$ cat src/rtl/ultrasonido_emulador.sv
// ultrasonido_emulador
//   Emulates the responder side of an HC-SR04 style ultrasonic sensor.
//   A trigger pulse from the controller is qualified by width. After a fixed
//   burst delay, an ECHO pulse is returned whose width encodes a programmed
//   distance in centimetres.
//
// Ports
//   clk       in   1  system clock
//   reset     in   1  asynchronous reset, active low
//   trigg     in   1  trigger from controller (asynchronous, synchronised here)
//   dist_cm   in   9  distance to emulate in cm, sampled when a valid trigger falls
//   ECHO      out  1  echo pulse to the controller (registered)
//   busy      out  1  high whenever the FSM is outside IDLE
//   trig_err  out  1  one-cycle pulse when a too-short trigger is rejected
module ultrasonido_emulador #(
    parameter int unsigned TICKS_PER_US  = 50,
    parameter int unsigned TRIG_MIN_US   = 10,
    parameter int unsigned ECHO_DELAY_US = 200,
    parameter int unsigned US_PER_CM     = 58,
    parameter int unsigned MAX_CM        = 400,
    parameter int unsigned TIMEOUT_US    = 38000,
    parameter int unsigned HOLDOFF_US    = 1000
) (
    input  logic       clk,
    input  logic       reset,
    input  logic       trigg,
    input  logic [8:0] dist_cm,
    output logic       ECHO,
    output logic       busy,
    output logic       trig_err
);

    typedef enum logic [2:0] {
        IDLE,
        TRIG_HI,
        DELAY,
        ECHO_HI,
        HOLDOFF
    } state_t;

    localparam int unsigned PW = (TICKS_PER_US > 1) ? $clog2(TICKS_PER_US) : 1;

    localparam logic [PW-1:0] PRE_LAST = PW'(TICKS_PER_US - 1);
    // Timebase value representing "one clk already elapsed": used when a state
    // is entered one cycle late (the cycle spent seeing the trigger edge).
    localparam logic [PW-1:0] PRE_ONE  = (TICKS_PER_US > 1) ? PW'(1) : '0;
    localparam logic [15:0]   US_ONE   = (TICKS_PER_US > 1) ? 16'd0 : 16'd1;

    localparam logic [15:0] TRIG_MIN   = 16'(TRIG_MIN_US);
    localparam logic [15:0] DELAY_LAST = 16'(ECHO_DELAY_US - 1);
    localparam logic [15:0] HOLD_LAST  = 16'(HOLDOFF_US - 1);
    localparam logic [15:0] MAX_D      = 16'(MAX_CM);
    localparam logic [15:0] CM_US      = 16'(US_PER_CM);
    localparam logic [15:0] TMO_US     = 16'(TIMEOUT_US);

    state_t        state;
    logic          s1, s2, s2_d;
    logic [PW-1:0] pre;
    logic [15:0]   us;
    logic [8:0]    dist_q;

    logic          pre_wrap;
    logic [15:0]   dist_ext;
    logic          in_range;
    logic [15:0]   echo_us;
    logic [15:0]   last_us;
    logic          done;

    always_comb begin
        pre_wrap = (pre == PRE_LAST);
        dist_ext = {7'd0, dist_q};
        in_range = (dist_q != '0) && (dist_ext <= MAX_D);
        echo_us  = in_range ? dist_ext * CM_US : TMO_US;
        case (state)
            DELAY:   last_us = DELAY_LAST;
            ECHO_HI: last_us = echo_us - 16'd1;
            default: last_us = HOLD_LAST;
        endcase
        done = pre_wrap && (us == last_us);
    end

    always_ff @(posedge clk or negedge reset) begin
        if (!reset) begin
            state    <= IDLE;
            s1       <= 1'b0;
            s2       <= 1'b0;
            s2_d     <= 1'b0;
            pre      <= '0;
            us       <= '0;
            dist_q   <= '0;
            ECHO     <= 1'b0;
            busy     <= 1'b0;
            trig_err <= 1'b0;
        end else begin
            s1       <= trigg;
            s2       <= s1;
            s2_d     <= s2;
            trig_err <= 1'b0;

            // Free-running us timebase; each state overrides it on entry.
            // The us count saturates so an over-long trigger stays valid.
            if (pre_wrap) begin
                pre <= '0;
                if (us != '1) us <= us + 16'd1;
            end else begin
                pre <= pre + PW'(1);
            end

            case (state)
                IDLE: begin
                    pre <= '0;
                    us  <= '0;
                    // Edge detect: a trigger held high into IDLE is ignored.
                    if (s2 && !s2_d) begin
                        // The detecting sample is itself one high clk.
                        state <= TRIG_HI;
                        busy  <= 1'b1;
                        pre   <= PRE_ONE;
                        us    <= US_ONE;
                    end
                end
                TRIG_HI: begin
                    if (!s2) begin
                        if (us >= TRIG_MIN) begin
                            dist_q <= dist_cm;
                            state  <= DELAY;
                            // Fall detection costs one clk of the burst
                            // delay, keeping ECHO at 2+delay after raw fall.
                            pre    <= PRE_ONE;
                            us     <= US_ONE;
                        end else begin
                            trig_err <= 1'b1;
                            state    <= IDLE;
                            busy     <= 1'b0;
                            pre      <= '0;
                            us       <= '0;
                        end
                    end
                end
                DELAY: begin
                    if (done) begin
                        state <= ECHO_HI;
                        ECHO  <= 1'b1;
                        pre   <= '0;
                        us    <= '0;
                    end
                end
                ECHO_HI: begin
                    if (done) begin
                        state <= HOLDOFF;
                        ECHO  <= 1'b0;
                        pre   <= '0;
                        us    <= '0;
                    end
                end
                HOLDOFF: begin
                    if (done) begin
                        state <= IDLE;
                        busy  <= 1'b0;
                        pre   <= '0;
                        us    <= '0;
                    end
                end
                default: begin
                    state <= IDLE;
                    busy  <= 1'b0;
                    ECHO  <= 1'b0;
                    pre   <= '0;
                    us    <= '0;
                end
            endcase
        end
    end

endmodule
$ cat config.mk
export PLATFORM = sky130hd
export DESIGN_NAME = ultrasonido_emulador
export DESIGN_NICKNAME = d
export VERILOG_FILES = /design/src/rtl/ultrasonido_emulador.sv
export SDC_FILE = /design/constraint.sdc
export NUM_CORES = 1
export LEC_CHECK = 0
export BUFFER_PORTS_ARGS = -buffer_cell sky130_fd_sc_hd__clkbuf_2
export CAP_MARGIN = 30
export CORE_MARGIN = 4
export CORE_UTILIZATION = 67
export DETAILED_ROUTE_END_ITERATION = 6
export GPL_TIMING_DRIVEN = 0
export PLACE_DENSITY = 0.95
export SLEW_MARGIN = 20
export SYNTH_ARGS = -nofsm -noshare
export SYNTH_HDL_FRONTEND = slang
export SYNTH_SLANG_ARGS = --single-unit
$ cat constraint.sdc
create_clock -name clk -period 15.3 [get_ports clk]
set_input_delay 1.53 -clock clk [delete_from_list [all_inputs] [get_ports clk]]
set_output_delay 1.53 -clock clk [all_outputs]
set_load 0.05 [all_outputs]
## Word-level counts from Yosys, hierarchy flattened

Cells that the tools add are included.

| cells by class | value |
|---|---|
| add/sub/neg operators | 3 |
| multipliers | 1 |
| divide/modulo/power cells | 0 |
| order comparisons | 2 |
| eq/ne operators | 13 |
| shift operators | 0 |
| multiplexer cells | 30 |
| bitwise gates (word level) | 3 |
| reduce and logical (&&, ||, !) cells | 13 |

Operator list:

| kind | count |
|---|---|
| two-way mux 16 bit | 5 |
| case mux 16 bit (2 select lines) | 2 |
| two-way mux 6 bit | 3 |
| case mux 6 bit (3 select lines) | 1 |
| adder 16 x 1 -> 16 bit, second input constant | 1 |
| == test 16 bit | 1 |
| >= comparator 16 x 4 -> 1 bit, second input constant | 1 |
| inequality test 16 bit, second input constant | 1 |
| subtractor 16 x 1 -> 16 bit, second input constant | 1 |
| two-way mux 3 bit | 5 |
| case mux 3 bit (5 select lines) | 1 |
| multiplier 9 x 5 -> 14 bit, second input constant | 1 |
| inequality test 2 bit, second input constant | 6 |
| two-way mux 1 bit | 10 |
| AND reduction 5 bit | 2 |
| <= comparator 9 bit, second input constant | 1 |
| nonzero test 9 bit | 1 |
| adder 6 x 1 -> 6 bit, second input constant | 1 |
| == test 3 x 2 -> 1 bit, second input constant | 2 |
| == test 6 bit, second input constant | 1 |
| AND reduction 3 bit | 2 |
| OR reduction 3 bit | 2 |
| case mux 1 bit (4 select lines) | 1 |
| == test 3 x 1 -> 1 bit, second input constant | 1 |
| other kinds (8) | 12 |

| word-level totals | value |
|---|---|
| register bits | 40 |
| latch bits | 0 |
| bits in writable memories | 0 |
| memory bits (read-only) | 0 |
| input bits | 12 |
| output and inout bits | 3 |
| logic and storage cells | 75 |
| memories | 0 |

## Longest topological paths before layout

Gate-level depths: netlist of run 1.

| depth | value |
|---|---|
| depth in word-level cells | 9 |
| mapped depth | 21 |
| mapped depth without buffers | 18 |

## Worst setup path before layout of run 1

OpenSTA, ideal clock, no wires.

| timing path | value |
|---|---|
| path kind | register to register |
| start point | register dist_q[0] |
| end point | register us[13] |
| setup time | 0.120 ns |
| data arrival time | 4.842 ns |
| data required time | 15.180 ns |
| setup slack | 10.338 ns |
| cell stages (with the launch flop) | 21 |
| path buffers | 2 |
| period minus slack after synthesis | 4.962 ns |
| path through | dfrtp_1 clkbuf_1 inv_1 fa_1 inv_1 ha_1 ha_1 inv_1 fa_1 nand2b_1 a21oi_1 xor2_1 or4_4 or3_4 mux2_4 a21oi_1 and4_1 and3_4 o211a_4 buf_8 nor2_1 |

| on the way | value |
|---|---|
| word-level cells in the longest chain between the ends | 9 |
| elaborated cells between the ends (all ways) | 11 |
| those cells by class | add/sub (1); mul (1); order compare (1); eq/ne (1); mux (4); reduce/logical (3) |

Ends and longest elaborated chain:

| what | line | text |
|---|---|---|
| start: declaration | 60 | `logic [8:0] dist_q;` |
| start signal: assignment | 125 | `dist_q <= dist_cm;` |
| branches (longest 2 deep; another with multiplier 9 x 5 -> 14 bit) | n/a |  |
| two-way mux 16 bit (*) | 73 | `echo_us = in_range ? dist_ext * CM_US : TMO_US;` |
| subtractor 16 x 1 -> 16 bit (*) | 76 | `ECHO_HI: last_us = echo_us - 16'd1;` |
| case mux 16 bit (2 select lines) (*) | 74 | `case (state)` |
| == test 16 bit (*) | 79 | `done = pre_wrap && (us == last_us);` |
| logical AND 1 bit (*) | 79 |  |
| two-way mux 16 bit (*) | 141, 149, 157 |  |
| case mux 16 bit (2 select lines) (*) | 109 | `case (state)` |
| end signal: assignment | 104 | `if (us != '1) us <= us + 16'd1;` |
| end: declaration | 59 | `logic [15:0] us;` |

Every way passes the cells marked *.
A chain may end at the register's enable or synchronous reset.

## Final worst setup path of run 1

| timing path | value |
|---|---|
| start point | register dist_q[0] |
| end point | register us[6] |

The elaborated chain is that of the path after synthesis.

==> results of run 1 <==
## sequential cells by signal, summed over array words and instances (netlist names)
name	flops
us	16
dist_q	9
pre	6
state	3
ECHO	1
busy	1
s1	1
s2	1
s2_d	1
trig_err	1
## kinds of logic (layout without fill, tap and decap cells)
kind of cell / Yosys count / in the layout / synth area share [%]
buffers and inverters: 54 / 77 / 5.24
adder cells (fa/ha/maj): 55 / 55 / 19.2
flip-flops: 40 / 40 / 24.5
multiplexers: 18 / 18 / 4.90
AND/OR/NAND/NOR: 177 / 177 / 22.0
XOR/XNOR: 34 / 34 / 7.29
AO/OA/AOI/OAI: 88 / 88 / 16.8
## per-layer routing
metal  up-vias  share of wire [%]  GRT usage (%)
met5         -                  0              0
met2       114                 52           49.7
met1      1789                 41           34.2
li1       1717                  -              -
met3        27                3.9           3.94
met4         0                3.3           12.5
## through the flow
stage               setup WS [ps]  hold WS (ps)
global route                 9430           369
detailed placement           9800           344
CTS                          9810           363
floorplan                   10340           331
finish                       9770           358
global placement             9930           336
## cells in the mapped netlist, drive strengths merged, types with 3 or more instances
| library cell | instances |
|---|---|
| inv | 30 |
| o21a | 3 |
| buf | 5 |
| a31oi | 6 |
| nor4 | 12 |
| a21oi | 16 |
| o211a | 5 |
| nand2b | 3 |
| and4 | 4 |
| nand2 | 33 |
| nor2b | 5 |
| nand3 | 19 |
| a21o | 6 |
| xnor2 | 20 |
| dfrtp | 40 |
| o22ai | 3 |
| a211o | 4 |
| mux2 | 13 |
| a311oi | 4 |
| or2 | 3 |
| or3 | 6 |
| nor3 | 13 |
| fa | 13 |
| ha | 42 |
| clkbuf | 19 |
| mux2i | 5 |
| xor2 | 14 |
| nor3b | 3 |
| and3 | 5 |
| a211oi | 4 |
| nand4 | 12 |
| or4 | 3 |
| nor2 | 51 |
| o2111ai | 4 |
| a31o | 4 |
| o21ai | 9 |
## worst paths after layout
| path | startpoint | to | slack [ps] | depth (start not counted) |
|---|---|---|---|---|
| worst min register to register | s1 | s2 | 360 | 0 |
| worst min-delay path | s1 | s2 | 360 | 0 |
| worst max register to register | dist_q[0] | us[6] | 9770 | 20 |
| worst max-delay path | dist_q[0] | us[6] | 9770 | 20 |
| min in group asynchronous | reset | busy | 1080 | 1 |
| max in group asynchronous | reset | dist_q[0] | 13780 | 2 |
## report_power, final
part	internal, uW	total, uW	switching, uW	leakage [uW]
logic	79.6	204	124	0.00135
clock network	48.2	86.0	37.7	0.0000541
registers	108	113	4.15	0.000523
total	236	402	166	0.00193
## cell usage in the layout, fill, tap and decap left out, types with 14 or more instances in the layout
master / n
dfrtp_1: 40
nand3_1: 19
xnor2_1: 20
nand2_1: 33
clkbuf_1: 19
xor2_1: 14
a21oi_1: 16
ha_1: 42
inv_1: 30
nor2_1: 51
## final cells by class
type,instances,area [um^2]
multi-input cells,372,2870
fillers,423,1540
flip-flops and latches,40,1000
well taps,75,93.8
clock inverters,3,42.5
clock buffers,5,68.8
inverters,30,113
plain buffers,24,101
repair buffers,15,90.1
==> results_dict.tcl, run 1 <==
set metrics [dict create \
    synth_edf_count 0 \
    synthCells 466 \
    drive_above_1_share_pct 11.0 \
    post-route-util_pct 74.0 \
    rows 28 \
    rsz0062_at_grt "no" \
    clk_latency_ps 300 \
    dr_total_vias 3647 \
    grt_max_degree 41 \
    cp.arrival_ps 5710 \
    fin_nets 555 \
    path_class "flip-flop to flip-flop" \
    cts_tree "built" \
    wire_per_inst_um 17.4 \
    period_needed_ps 5530 \
    power_uw 402 \
    cts.sinks 40 \
    cts_hold_buf 0 \
    hpwl_um 7640 \
    synth_seq_cells 40 \
    tightest_slew_ps 760 \
    path_clk_slew_ps 80 \
    status "finished clean" \
    syn2layout_area_growth_pct 7.23 \
    slowest_stage "or4_4" \
    overflow 0 \
    postCtsResizedCells 0 \
    wirelength_um 9820 \
    port_buffers 14 \
    drt_first_pass_iters 4 \
    cpMostUsedCell "inv_1" \
    powerDensity_mw_per_mm2 91.9 \
    setup_viol 0 \
    root_buffer "clkbuf_8" \
    syn-cell-area_mm2 0.00408 \
    ir_drop_mv 0.0671 \
    start_util_pct 69.0 \
    ys_types 64 \
    critPathBufInv 5 \
    dieArea_mm2 0.00741 \
    setup_tns_ps 0 \
    io_pins 15 \
    ys_seq_area_share_pct 24.5 \
    place_area_mm2 0.00425 \
    synth_flop_cell "dfrtp_1" \
    fin_cells 564 \
    htreeDepth 2 \
    diodes 0 \
    synth_area_leaders "dfrtp_1 (25%), ha_1 (13%), fa_1 (6.4%), nor2_1 (4.7%), xnor2_1 (4.3%)" \
    die_h_um 86.1 \
    cp_top_family "simple AND/OR/NAND/NOR gates" \
    synth_nets 533 \
    min_path_type "flip-flop to flip-flop" \
    cts_buffers 5 \
    drc 0 \
    core_area_mm2 0.00592 \
    finClkSkew_ps 7.35 \
    p_leak_uw 0.00193 \
    fmax_mhz 181 \
    grt_pass1_wl_um 16800 \
    endpoint_kind "flip-flop" \
    drv_slew 0 \
    grt_pass1_vias 3624 \
    gp_congestion 0.920 \
    relSlewSlack_pct 49.0 \
    die_w_um 86.1 \
    synth_warnings 0 \
    slowest_delay_ps 580 \
    finalHoldViolations 0 \
    required_ps 15480 \
    async_reset_ff_share_pct 100 \
    stdcell_area_mm2 0.00438 \
    min_period_over_period_pct 36.1 \
    yosysTopAreaCellShare_pct 24.5 \
    synth.largest_area_cell "dfrtp_1" \
    antenna_found_initial 0 \
    cp_max_fo 10 \
    dp.cells 555 \
    ctsLongestPathBuffers 2 \
    cp-start-kind "flip-flop" \
    cts_setup_buffers 0 \
    routed_via_density 6.47 \
    crit_chain "clkbuf_1 > inv_1 > fa_1 > inv_1 > ha_1 > ha_1 > inv_1 > fa_1 > nand2b_1 > a21oi_1 > xor2_1 > or4_4 > a2111oi_4 > o2111ai_1 > nor4_1 > and4_1 > and3_4 > o211a_4 > buf_8 > nor2_1" \
    drt_iter0_markers 251 \
    syn_avg_cell_area_um2 8.76 \
    ant_nets 0 \
    grt.total_usage_pct 28.3 \
    cap_viol_max_count 0 \
]
No activity file was read; power rests on OpenSTA's default activity.
==> run 2, diff against run 1 <==
--- a/config.mk
+++ b/config.mk
@@ -8,10 +8,10 @@
 export BUFFER_PORTS_ARGS = -buffer_cell sky130_fd_sc_hd__clkbuf_2
 export CAP_MARGIN = 30
 export CORE_MARGIN = 4
-export CORE_UTILIZATION = 67
+export CORE_UTILIZATION = 64
 export DETAILED_ROUTE_END_ITERATION = 6
 export GPL_TIMING_DRIVEN = 0
-export PLACE_DENSITY = 0.95
+export PLACE_DENSITY = 0.92
 export SLEW_MARGIN = 20
 export SYNTH_ARGS = -nofsm -noshare
 export SYNTH_HDL_FRONTEND = slang
==> constraint.sdc (replaced) <==
create_clock -name clk -period 5.4 [get_ports clk]
set_input_delay 0.54 -clock clk [delete_from_list [all_inputs] [get_ports clk]]
set_output_delay 0.54 -clock clk [all_outputs]
set_load 0.05 [all_outputs]
==> results_dict.tcl, run 2 (synthesis gave the netlist of run 1 again) <==
set metrics [dict create \
    p_leak_uw 0.00198 \
    root_buffer "clkbuf_8" \
    slowest_delay_ps 570 \
    cts_buffers 5 \
    dr_total_vias 3622 \
    cp_top_family "simple AND/OR/NAND/NOR gates" \
    dieArea_mm2 0.00772 \
    crit_start "dist_q[0]" \
    cpMostUsedCell "inv_1" \
    drive_above_1_share_pct 13.8 \
    grt_max_degree 41 \
    cts.sinks 40 \
    fin_nets 557 \
    drv_slew 0 \
    period_needed_ps 5180 \
    crit_cells 19 \
    cp_max_fo 10 \
    grt_pass1_vias 3476 \
    drc 0 \
    p_int_uw 778 \
    powerDensity_mw_per_mm2 281 \
    hpwl_um 7290 \
    slowest_stage "or4_4" \
    grt.total_usage_pct 26.2 \
    drt_iter0_markers 207 \
    largest_reg_flops 16 \
    fmax_mhz 193 \
    place_area_mm2 0.00425 \
    ant_nets 0 \
    ir_drop_mv 0.167 \
    setup_viol 0 \
    wirelength_um 9770 \
    top_register "us" \
    status "finished clean" \
    cp.arrival_ps 5370 \
    r2r-start "dist_q[0]" \
    cp-endpoint "us[5]" \
    relSlewSlack_pct 59.7 \
    ctsLongestPathBuffers 2 \
    comb_power_share_pct 47.7 \
    overflow 0 \
    wire_per_inst_um 17.3 \
    finClkSkew_ps 3.59 \
    top_regs "us x16, dist_q x9, pre x6" \
    switchingPower_uw 483 \
    start_util_pct 67.4 \
    gp_congestion 0.902 \
    path_class "flip-flop to flip-flop" \
    worst_slack_ps 220 \
    sw_frac_of_total_pct 38.3 \
    die_w_um 87.9 \
    cts_hold_buf 0 \
    critPathBufInv 4 \
    clock_power_share_pct 26.9 \
    htreeDepth 2 \
    io_pins 15 \
    r2r_end "us[5]" \
    regArea_mm2 0.00101 \
    path_clk_slew_ps 80 \
    antenna_found_initial 0 \
    cp-start-kind "flip-flop" \
    endpoint_kind "flip-flop" \
    drt_first_pass_iters 5 \
    dpl_worst_slack_ps -99.8 \
    syn2layout_area_growth_pct 9.99 \
    tightest_slew_ps 601 \
    die_h_um 87.9 \
    multi_input_comb_area_mm2 0.00290 \
    finalHoldViolations 0 \
    final_common_cell "nor2_1" \
    diodes 0 \
    rows 28 \
    seqPwrFrac_pct 25.3 \
    cts_tree "built" \
    worstRegToRegCells 19 \
    required_ps 5590 \
    r2r_setup_slack_ps 220 \
    port_buffers 14 \
    nFillCells 444 \
    clk_latency_ps 300 \
    mostFrequentLayoutCells "nor2_1 (50), ha_1 (42), dfrtp_1 (36)" \
    stdcell_area_mm2 0.00449 \
    core_area_mm2 0.00606 \
    routed_via_density 6.40 \
    crit_chain "inv_1 > fa_1 > inv_1 > ha_1 > ha_1 > inv_1 > fa_1 > nand2b_1 > a21oi_1 > xor2_1 > or4_4 > or3_4 > mux2_4 > a21oi_1 > and4_1 > and3_4 > o211a_4 > buf_8 > nor2_1" \
    grt_pass1_wl_um 16100 \
    cap_viol_max_count 0 \
    min_period_over_period_pct 95.9 \
    setup_tns_ps 0 \
    min_path_type "input pin to asynchronous set/reset pin" \
    rsz0062_at_grt "no" \
]
run 2: how the worst min path moves through the flow:
stage	startpoint	to	depth (start not counted)
floorplan	reset	ECHO	0
global placement	s1	s2	0
detailed placement	s1	s2	0
CTS	trigg	s1	1
global route	reset	dist_q[2]	1
finish	reset	us[10]	1
run 2: power groups by stage:
| stage | Sequential [uW] | Combinational [uW] | Clock, uW |
|---|---|---|---|
| after floorplan | 327 | 442 | 0 |
| after global placement | 324 | 531 | 0 |
| after detailed placement | 325 | 553 | 0 |
| after CTS | 319 | 560 | 345 |
| after global routing | 321 | 659 | 358 |
| final | 320 | 602 | 340 |
run 2: area by class of cell:
cell class,count,share of cell area (%)
Tap cell,75,2.09
Inverter,30,2.51
Sequential cell,40,22.4
Buffer,23,2.20
Clock buffer,5,1.53
Timing Repair Buffer,18,2.67
Clock inverter,3,2.01
Multi-Input combinational cell,372,64.6
run 2: repair_timing:
item | in CTS | in global routing
setup endpoints to repair | 16 | 20
pin swaps | 0 | 1
resized for setup | 0 | 12
gates cloned | 0 | 0
buffers inserted | 0 | 3
run 2: layer usage:
layer  up-vias  GRT usage [%]  wire length [um]
met5         -              0                 0
met4         0           9.48               254
li1       1726              -                 -
met2       126           46.7              5050
met1      1738           32.1              4050
met3        32           3.48               417
run 2: through the flow:
step                      std cells  power, uW  hold slack (ps)  utilization (%)
after CTS                       562       1220              336             72.6
after floorplan                 466        769              244                -
after global routing            566       1340              204             74.1
final                           566       1260              181             74.1
after global placement          555        855              334             70.1
after detailed placement        555        877              336             70.1
